## src/rtl/lab2_proc_multi_drop_unit.sv

```systemverilog
// Drop unit: discards memory responses owed to squashed instructions, in arrival order.
// The pass path from istream to ostream is purely combinational; only the owed count is stored.
module lab2_proc_multi_drop_unit #(
  parameter int unsigned p_msg_nbits   = 32,
  parameter int unsigned p_max_pending = 4,
  localparam int unsigned c_cnt_nbits  = $clog2(p_max_pending + 1)
) (
  input  logic                   clk,
  input  logic                   reset,

  input  logic                   drop,
  output logic                   drop_rdy,

  input  logic [p_msg_nbits-1:0] istream_msg,
  input  logic                   istream_val,
  output logic                   istream_rdy,

  output logic [p_msg_nbits-1:0] ostream_msg,
  output logic                   ostream_val,
  input  logic                   ostream_rdy,

  output logic [c_cnt_nbits-1:0] pending,
  output logic                   idle,
  output logic                   drop_err
);

  localparam logic [c_cnt_nbits-1:0] c_max = c_cnt_nbits'(p_max_pending);

  typedef enum logic [1:0] {
    ModePass,
    ModeSameDrop,
    ModeArm,
    ModeDrain
  } mode_e;

  logic [c_cnt_nbits-1:0] cnt_q, cnt_d;
  logic                   err_q, err_d;

  logic  cnt_zero;
  logic  cnt_full;
  logic  drop_go;
  logic  in_go;
  logic  cnt_inc;
  logic  cnt_dec;
  mode_e mode;

  assign cnt_zero = (cnt_q == '0);
  assign cnt_full = (cnt_q == c_max);

  // A message arriving this cycle frees a slot, so a full unit may still accept a drop.
  assign drop_rdy = !cnt_full || istream_val;
  assign drop_go  = drop && drop_rdy;
  assign in_go    = istream_val && istream_rdy;

  always_comb begin
    mode = ModePass;
    if (!cnt_zero) begin
      mode = ModeDrain;
    end else if (drop_go) begin
      mode = istream_val ? ModeSameDrop : ModeArm;
    end
  end

  always_comb begin
    ostream_val = 1'b0;
    istream_rdy = 1'b1;
    unique case (mode)
      ModePass: begin
        ostream_val = istream_val;
        istream_rdy = ostream_rdy;
      end
      ModeSameDrop, ModeArm, ModeDrain: begin
        ostream_val = 1'b0;
        istream_rdy = 1'b1;
      end
      default: begin
        ostream_val = 1'b0;
        istream_rdy = 1'b1;
      end
    endcase
  end

  assign ostream_msg = istream_msg;

  // A drop that meets its own message in the same cycle never touches the counter.
  assign cnt_inc = drop_go && !(cnt_zero && istream_val);
  assign cnt_dec = !cnt_zero && in_go;

  always_comb begin
    cnt_d = cnt_q;
    unique case ({cnt_inc, cnt_dec})
      2'b10:   cnt_d = cnt_q + 1'b1;
      2'b01:   cnt_d = cnt_q - 1'b1;
      default: cnt_d = cnt_q;
    endcase
  end

  assign err_d = err_q || (drop && !drop_rdy);

  always_ff @(posedge clk) begin
    if (reset) begin
      cnt_q <= '0;
      err_q <= 1'b0;
    end else begin
      cnt_q <= cnt_d;
      err_q <= err_d;
    end
  end

  assign pending  = cnt_q;
  assign idle     = cnt_zero;
  assign drop_err = err_q;

endmodule
```

## config.mk

```make
export PLATFORM = sky130hd
export DESIGN_NAME = lab2_proc_multi_drop_unit
export DESIGN_NICKNAME = d
export VERILOG_FILES = /design/src/rtl/lab2_proc_multi_drop_unit.sv
export SDC_FILE = /design/constraint.sdc
export NUM_CORES = 1
export LEC_CHECK = 0
export ABC_AREA = 1
export CAP_MARGIN = 20
export CORE_MARGIN = 4
export CORE_UTILIZATION = 24
export CTS_BUF_LIST = sky130_fd_sc_hd__clkbuf_4 sky130_fd_sc_hd__clkbuf_8 sky130_fd_sc_hd__clkbuf_16
export DETAILED_ROUTE_END_ITERATION = 8
export PLACE_DENSITY = 0.82
export RECOVER_POWER = 50
export SYNTH_ARGS = -nofsm -noshare
export SYNTH_HDL_FRONTEND = slang
export SYNTH_SLANG_ARGS = --single-unit
```

## constraint.sdc

```tcl
create_clock -name clk -period 4.65 [get_ports clk]
set_input_delay 0.93 -clock clk [delete_from_list [all_inputs] [get_ports clk]]
set_output_delay 0.93 -clock clk [all_outputs]
set_load 0.05 [all_outputs]
```

==> impl_metrics.toml, run 1 <==
[logic_synthesis]
syn_area_um2 = 505
synth-seq-area-share_pct = 15.8
synth_nets = 109
yosys_warnings = 0
syn_inst = 70
yosysTopAreaCell = "buf_4"
synthTopCellsByArea = "buf_4 (48%), dfxtp_1 (16%), inv_1 (7.4%), fa_1 (4.0%), nand2_1 (3.7%)"
ys_ff_latch = 4
avgSynthCellArea_um2 = 7.22
synth_top_area_share_pct = 47.5
netlist-cell-type-count = 14

[clock_tree]
clock_latency_ns = 0.23
post-cts-setup-buffers = 0
holdBufCountCts = 0
cts_resized = 0
cts.sinks = 4
path_clk_slew_ns = 0.03
cts_root_buf = "clkbuf_4"
cts_buffer_depth = 2
h-tree-depth = 1
cts_buffers = 3
cts_tree = "built"

[floorplanning]
rows = 16
io_pins = 77
fp.dieH_um = 53.9
core_mm2 = 0.00198
dieArea_mm2 = 0.00290
initial_utilization_pct = 25.5
die_w_um = 53.9

[min_path]
min_path_type = "reg2reg"
min-delay-start = "drop_err"

[worst_setup_path]
crit_required_ns = 3.72
critPathCaptureType = "primary output"
crit_path_start = "drop"
worstSetupStartpointType = "input pin"
crit_arrival_ns = 2.46
crit_type = "in2out"
r2r-start = "pending[2]"
crit_fanout = 4

[drt]
firstDrtPassIters = 2
drt-wirelength-per-cell_um = 10.4
detail-route-antenna-nets = 0
vias = 321
drc = 0
routed_wl_um = 830
first_iter_violations = 6
vias_per_cell = 4.01

[global_routing]
antenna_found_initial = 0
grt_usage_pct = 6.53
grt_pass1_vias = 344
grt_pass1_wl_um = 1320
grt_overflow_total = 0
grt_max_degree = 7

[placed_design]
dpl.hpwl_um = 689
port-buffer-count = 12
gp_congestion = 0.681
preCtsSetupSlack_ns = 1.29

[finish]
layout.area.seq_um2 = 80.1
antenna_cells = 0
syn_to_final_growth_pct = -12.6
fillers = 212
drive_above_1_share_pct = 11.3
layout.nets = 94
multi_input_area_um2 = 148

[job]
maxCapViolCount = 0

[sta]
maxSlewViolCount = 0
min_period_ns = 3.39
rsz0062_at_grt = "false"
timing.final.ws_setup_ns = 1.26
skew_ns = 0.00381
tightestPinTransition_ns = 0.514
clock.fmax_ghz = 0.295
tns_ns = 0
max-slew-margin-rel_pct = 65.6
setup_viol = 0
hold_viol_final = 0
post-route-period-util_pct = 72.8

[pwr]
leakagePower_nw = 0.188
power.density_mw_per_mm2 = 765
vdd.ir_drop.worst_v = 0.000326

[run_status]
status = "finished, final reports clean"
Yosys cell counts, drive strengths merged:
library cell,n
a21oi,3
buf,32
inv,10
fa,1
nand4,2
nor2,5
nand2,6
o21ai,2
nor3,1
nand3,3
ha,1
dfxtp,4
state kept, by name (all words and copies together), names as in the netlist:
signal and cells:
pending 3, drop_err 1
placed cells by master, fill, tap and decap left out:
cell,instances
clkbuf_4,3
clkdlybuf4s50_1,11
ha_1,1
o21ai_0,2
nor2_1,4
nor3_4,1
fa_1,1
nor2_2,1
nand2_1,5
dlygate4sd3_1,1
nand3_1,3
nand2_2,1
a21oi_1,3
nand4_1,2
dfxtp_1,4
inv_1,10
per-layer routing:
layer  global-route usage, %  wire length, um
met1                    5.12              278
met2                    9.07              355
met3                    5.26              161
met4                    8.09               35
met5                       0                0
path summary, 6_finish.rpt:
path	end	slack, ns	cells past startpoint
hold / removal	drop_err	0.45	2
hold reg to reg	drop_err	0.45	2
setup / recovery	istream_rdy	1.26	4
setup reg to reg	pending[2]	2.82	12
stage by stage:
step | std cells | cell area, um^2 | hold WS [ns] | power [mW] | util [%]
finish | 80 | 442 | 0.455 | 0.338 | 22.3
detailed placement | 77 | 419 | 0.455 | 0.299 | 21.1
global placement | 77 | 419 | 0.449 | 0.293 | 21.1
global route | 80 | 442 | 0.481 | 0.364 | 22.3
CTS | 80 | 442 | 0.460 | 0.344 | 22.3
floorplan | 70 | 505 | 0.661 | 0.303 | -
area by class of cell:
cell class / count / share of cell area, %
clock buffer: 3 / 5.10
inverter: 10 / 8.50
multi-input combinational: 24 / 33.4
sequential: 4 / 18.1
tap: 27 / 7.65
timing repair buffer: 12 / 27.2
cells by family after synthesis:
kind of cell	after synthesis	share of synthesized area, %
fa+ha+maj	2	6.44
simple gates	17	17.8
flops	4	15.8
buf+inv	42	55.0
compound gates	5	4.95
critical path, cell delays in order:
cell             delay, ns
dlygate4sd3_1         0.60
nor2_1                0.07
nand2_1               0.06
clkdlybuf4s50_1       0.79
where the power goes:
group	switching (mW)	internal (mW)
clock	0.0126	0.0287
combinational	0.152	0.0761
sequential	0.0216	0.0467
total	0.186	0.152
Note: power is estimated with default switching activity, not from simulation.
==> inputs of run 2 (changes only) <==
--- a/config.mk
+++ b/config.mk
@@ -8,10 +8,10 @@
 export ABC_AREA = 1
 export CAP_MARGIN = 20
 export CORE_MARGIN = 4
-export CORE_UTILIZATION = 24
+export CORE_UTILIZATION = 20
 export CTS_BUF_LIST = sky130_fd_sc_hd__clkbuf_4 sky130_fd_sc_hd__clkbuf_8 sky130_fd_sc_hd__clkbuf_16
 export DETAILED_ROUTE_END_ITERATION = 8
-export PLACE_DENSITY = 0.82
+export PLACE_DENSITY = 0.73
 export RECOVER_POWER = 50
 export SYNTH_ARGS = -nofsm -noshare
 export SYNTH_HDL_FRONTEND = slang
==> constraint.sdc (replaced) <==
create_clock -name clk -period 2.7 [get_ports clk]
set_input_delay 0.54 -clock clk [delete_from_list [all_inputs] [get_ports clk]]
set_output_delay 0.54 -clock clk [all_outputs]
set_load 0.05 [all_outputs]
==> impl_metrics.toml, run 2 (synthesized netlist as in run 1, its figures left out) <==
[drt]
detail-route-antenna-nets = 0
routed_wl_um = 877
vias = 309
drc = 0
drt-wirelength-per-cell_um = 10.8
first_iter_violations = 6
firstDrtPassIters = 2
vias_per_cell = 3.81

[worst_setup_path]
crit_chain = "nor3_4 > clkdlybuf4s50_1"
slowest_stage = "clkdlybuf4s50_1"
worstSetupStartpointType = "flop"
crit_required_ns = 2.16
max_stage_delay_ns = 0.85
worstRegToRegCells = 11
path_buf_inv = 1
timing.rr.end = "pending[2]"
crit_fanout = 6
crit_type = "reg2out"
cpLargestDelayFamily = "buffers and inverters"
r2r_slack_ns = 0.83
r2r-start = "pending[2]"
crit_arrival_ns = 1.72
crit_path_start = "pending[2]"
critPathCaptureType = "primary output"

[floorplanning]
rows = 17
core_mm2 = 0.00230
dieArea_mm2 = 0.00340
die_w_um = 58.3
fp.dieH_um = 58.3
initial_utilization_pct = 22.0
io_pins = 77

[clock_tree]
holdBufCountCts = 0
post-cts-setup-buffers = 0
cts_resized = 0
cts_root_buf = "clkbuf_4"
h-tree-depth = 1
cts_buffers = 3
cts.sinks = 4
path_clk_slew_ns = 0.04
cts_tree = "built"
clock_latency_ns = 0.23
cts_buffer_depth = 2

[min_path]
min_path_type = "reg2reg"
holdPathStages = 2
holdPathEnd = "drop_err"
min-delay-start = "drop_err"

[job]
maxCapViolCount = 0

[sta]
hold_viol_final = 0
clock.fmax_ghz = 0.442
tightestPinTransition_ns = 0.499
max-slew-margin-rel_pct = 66.6
rsz0062_at_grt = "false"
maxSlewViolCount = 0
skew_ns = 0.00112
timing.final.ws_setup_ns = 0.438
min_period_ns = 2.26
setup_viol = 0
post-route-period-util_pct = 83.8
tns_ns = 0

[placed_design]
preCtsSetupSlack_ns = 0.363
placedCellCount = 78
gp_congestion = 0.752
port-buffer-count = 12

[global_routing]
grt_usage_pct = 5.47
grt_overflow_total = 0
antenna_found_initial = 0
grt_max_degree = 7
grt_pass1_vias = 324
grt_pass1_wl_um = 1370

[finish]
drive_above_1_share_pct = 17.0
finalNonFillerCells = 81
layout.nets = 94
layout_commonest_cell = "inv_1"
largest_reg_flops = 3
layout.area.seq_um2 = 80.1
multi_input_area_um2 = 148
fillers = 268
final_cell_mix = "inv_1 (10), clkdlybuf4s50_1 (9), nand2_1 (5)"
syn_to_final_growth_pct = -13.9
antenna_cells = 0
utilization_pct = 19.0

[run_status]
status = "finished, final reports clean"

[pwr]
power.total_uw = 583
leakagePower_nw = 0.189
vdd.ir_drop.worst_v = 0.000513
power.density_mw_per_mm2 = 1340
-- run 2: cell types whose count changed in the layout (fill, tap and decap cells not counted) --
| cell | previous run | this run |
|---|---|---|
| buf_4 | 0 | 3 |
| clkdlybuf4s50_1 | 11 | 9 |
| dlygate4sd3_1 | 1 | 0 |
-- run 2: layer usage --
layer | part of all wire, % | vias up | global-route usage, %
li1 | - | 149 | -
met1 | 34 | 140 | 3.85
met2 | 51 | 20 | 9.09
met3 | 15 | 0 | 5.12
met4 | 0 | 0 | 3.64
met5 | 0 | - | 0
-- run 2: how the worst max path moves through the flow --
| stage | endpoint | slack, ns | cells past startpoint |
|---|---|---|---|
| 4_1_cts | idle | 0.43 | 2 |
| 2_1_floorplan | pending[2] | 0.16 | 11 |
| 6_report | idle | 0.44 | 2 |
| 5_1_grt | idle | 0.38 | 2 |
| 3_3_place_gp | pending[2] | 0.42 | 13 |
| 3_5_place_dp | pending[2] | 0.36 | 13 |
-- run 2: metrics by stage --
step | instance area [um^2] | hold WS, ns
floorplan | 505 | 0.609
global placement | 413 | 0.442
detailed placement | 413 | 0.440
CTS | 435 | 0.443
global route | 435 | 0.484
finish | 435 | 0.442
-- run 2: worst register-to-register path, stage by stage, from the launching register on --
cell and delay [ns]:
dfxtp_1 0.38, nor3_4 0.26, nand2_2 0.09, nand3_1 0.08, ha_1 0.17, inv_1 0.06, fa_1 0.38, nand2_1 0.11
nand3_1 0.09, nand2_1 0.07, inv_1 0.04, nor2_1 0.08
-- run 2: final cells by class --
type	count	share of cell area, %
Inverter	10	8.62
Sequential cell	4	18.4
Tap cell	28	8.05
Clock buffer	3	5.17
Multi-Input combinational cell	24	33.9
Timing Repair Buffer	12	25.9
-- run 2: power by group --
group	internal, mW	switching, mW	leakage [nW]
sequential	0.0804	0.0383	0.0329
clock	0.0495	0.0219	0.0138
combinational	0.129	0.264	0.142
==> inputs of run 3 (changes only) <==
==> constraint.sdc (replaced) <==
create_clock -name clk -period 1.85 [get_ports clk]
set_input_delay 0.37 -clock clk [delete_from_list [all_inputs] [get_ports clk]]
set_output_delay 0.37 -clock clk [all_outputs]
set_load 0.05 [all_outputs]
==> impl_metrics.toml, run 3 (synthesized netlist as in run 1, its figures left out) <==
[finish]
layout.area.seq_um2 = 88.8
multi_input_area_um2 = 178
design_area_um2 = 567
layout_commonest_cell = "buf_4"
fillers = 259
final_cell_mix = "buf_4 (11), inv_1 (8), nand2_1 (5)"
drive_above_1_share_pct = 53.3
layout.nets = 101
syn_to_final_growth_pct = 12.1
largest_reg_flops = 3
antenna_cells = 0

[pwr]
power.total_mw = 1.07
p_switching_uw = 531
seqPwrFrac_pct = 18.1
pwr-share-comb_pct = 71.8
internal_power_uw = 536
vdd.ir_drop.worst_v = 0.000616
clockPowerShare_pct = 10.1
power.density_mw_per_mm2 = 1880
leakagePower_nw = 0.263
sw_frac_of_total_pct = 49.8

[clock_tree]
path_clk_slew_ns = 0.04
cts.sinks = 4
clock_latency_ns = 0.23
cts_buffer_depth = 2
h-tree-depth = 1
cts_tree = "built"
holdBufCountCts = 0
cts_buffers = 3
cts_root_buf = "clkbuf_4"

[drt]
first_iter_violations = 5
firstDrtPassIters = 2
vias = 336
drc = 0
detail-route-antenna-nets = 0
drt-wirelength-per-cell_um = 9.99
vias_per_cell = 3.82
routed_wl_um = 879

[placed_design]
gp_congestion = 0.667
dpl.hpwl_um = 732
preCtsSetupSlack_ns = -0.232
port-buffer-count = 12
dpl_cell_area_um2 = 529

[sta]
setup_viol = 0
post-route-period-util_pct = 93.2
min_period_ns = 1.72
hold_viol_final = 0
skew_ns = 0.00203
tightestPinTransition_ns = 0.225
timing.final.ws_setup_ns = 0.125
max-slew-margin-rel_pct = 85.0
maxSlewViolCount = 0
clock.fmax_ghz = 0.580
tns_ns = 0

[global_routing]
grt_usage_pct = 5.78
grt_overflow_total = 0
grt_max_degree = 7
grt_pass1_wl_um = 1430
grt_pass1_vias = 333
antenna_found_initial = 0

[worst_setup_path]
worstSetupStartpointType = "flop"
crit_arrival_ns = 1.35
crit_required_ns = 1.48
critPathCaptureType = "primary output"
crit_type = "reg2out"
crit_fanout = 6

[floorplanning]
core_mm2 = 0.00230
dieArea_mm2 = 0.00340
die_w_um = 58.3
fp.dieH_um = 58.3
initial_utilization_pct = 22.0
rows = 17
io_pins = 77

[job]
maxCapViolCount = 0

[min_path]
min_path_type = "reg2reg"

[run_status]
status = "finished, final reports clean"
## run 3: cell types whose count changed in the layout (fill, tap and decap cells not counted), moves of 3 or more
| cell | before | now |
|---|---|---|
| buf_4 | 3 | 11 |
| clkdlybuf4s50_1 | 9 | 3 |
| buf_12 | 0 | 4 |
| dfxtp_1 | 4 | 1 |
## run 3: cell type report
class,count,share of cell area (%)
flip-flops and latches,4,15.7
clock buffers,3,3.97
well taps,28,6.18
inverters,10,6.62
multi-input cells,24,31.3
repair buffers,19,36.2
## run 3: power by group through the flow
stage	registers (mW)	clock network, mW	logic, mW
floorplan	0.283	0	0.523
global placement	0.187	0	0.719
detailed placement	0.192	0	0.737
CTS	0.190	0.118	0.738
global route	0.199	0.126	0.832
finish	0.193	0.108	0.766
## run 3: worst max-delay path, cell delays in order, from the launching register on
cell and delay, ns:
dfxtp_4 0.36, nor3_4 0.26, nand2_2 0.09, buf_4 0.14
nor2_2 0.12, buf_12 0.15
## run 3: worst paths after layout
kind | startpoint | end | slack [ns] | cells past startpoint
worst min register to register | drop_err | drop_err | 0.44 | 2
worst min-delay path | drop_err | drop_err | 0.44 | 2
worst max register to register | pending[0] | pending[2] | 0.14 | 11
worst max-delay path | pending[0] | ostream_val | 0.13 | 5
## run 3: repair_timing
item | 4_1_cts | 5_1_grt
gates resized for setup | 0 | 4
setup buffers | 0 | 1
endpoints found under the setup margin | 0 | 2
## run 3: through the flow
step	std cells	hold WS, ns	util, %
floorplan	70	0.439	-
global route	88	0.470	24.7
global placement	84	0.444	23.0
finish	88	0.444	24.7
detailed placement	84	0.443	23.0
CTS	87	0.450	24.0
## run 3: routing by layer
layer | track usage (%) | part of all wire [%] | up-vias
met4 | 4.30 | 0.91 | 0
met1 | 5.30 | 41 | 150
li1 | - | - | 164
met5 | 0 | 0 | -
met2 | 7.97 | 47 | 20
met3 | 5.35 | 11 | 2
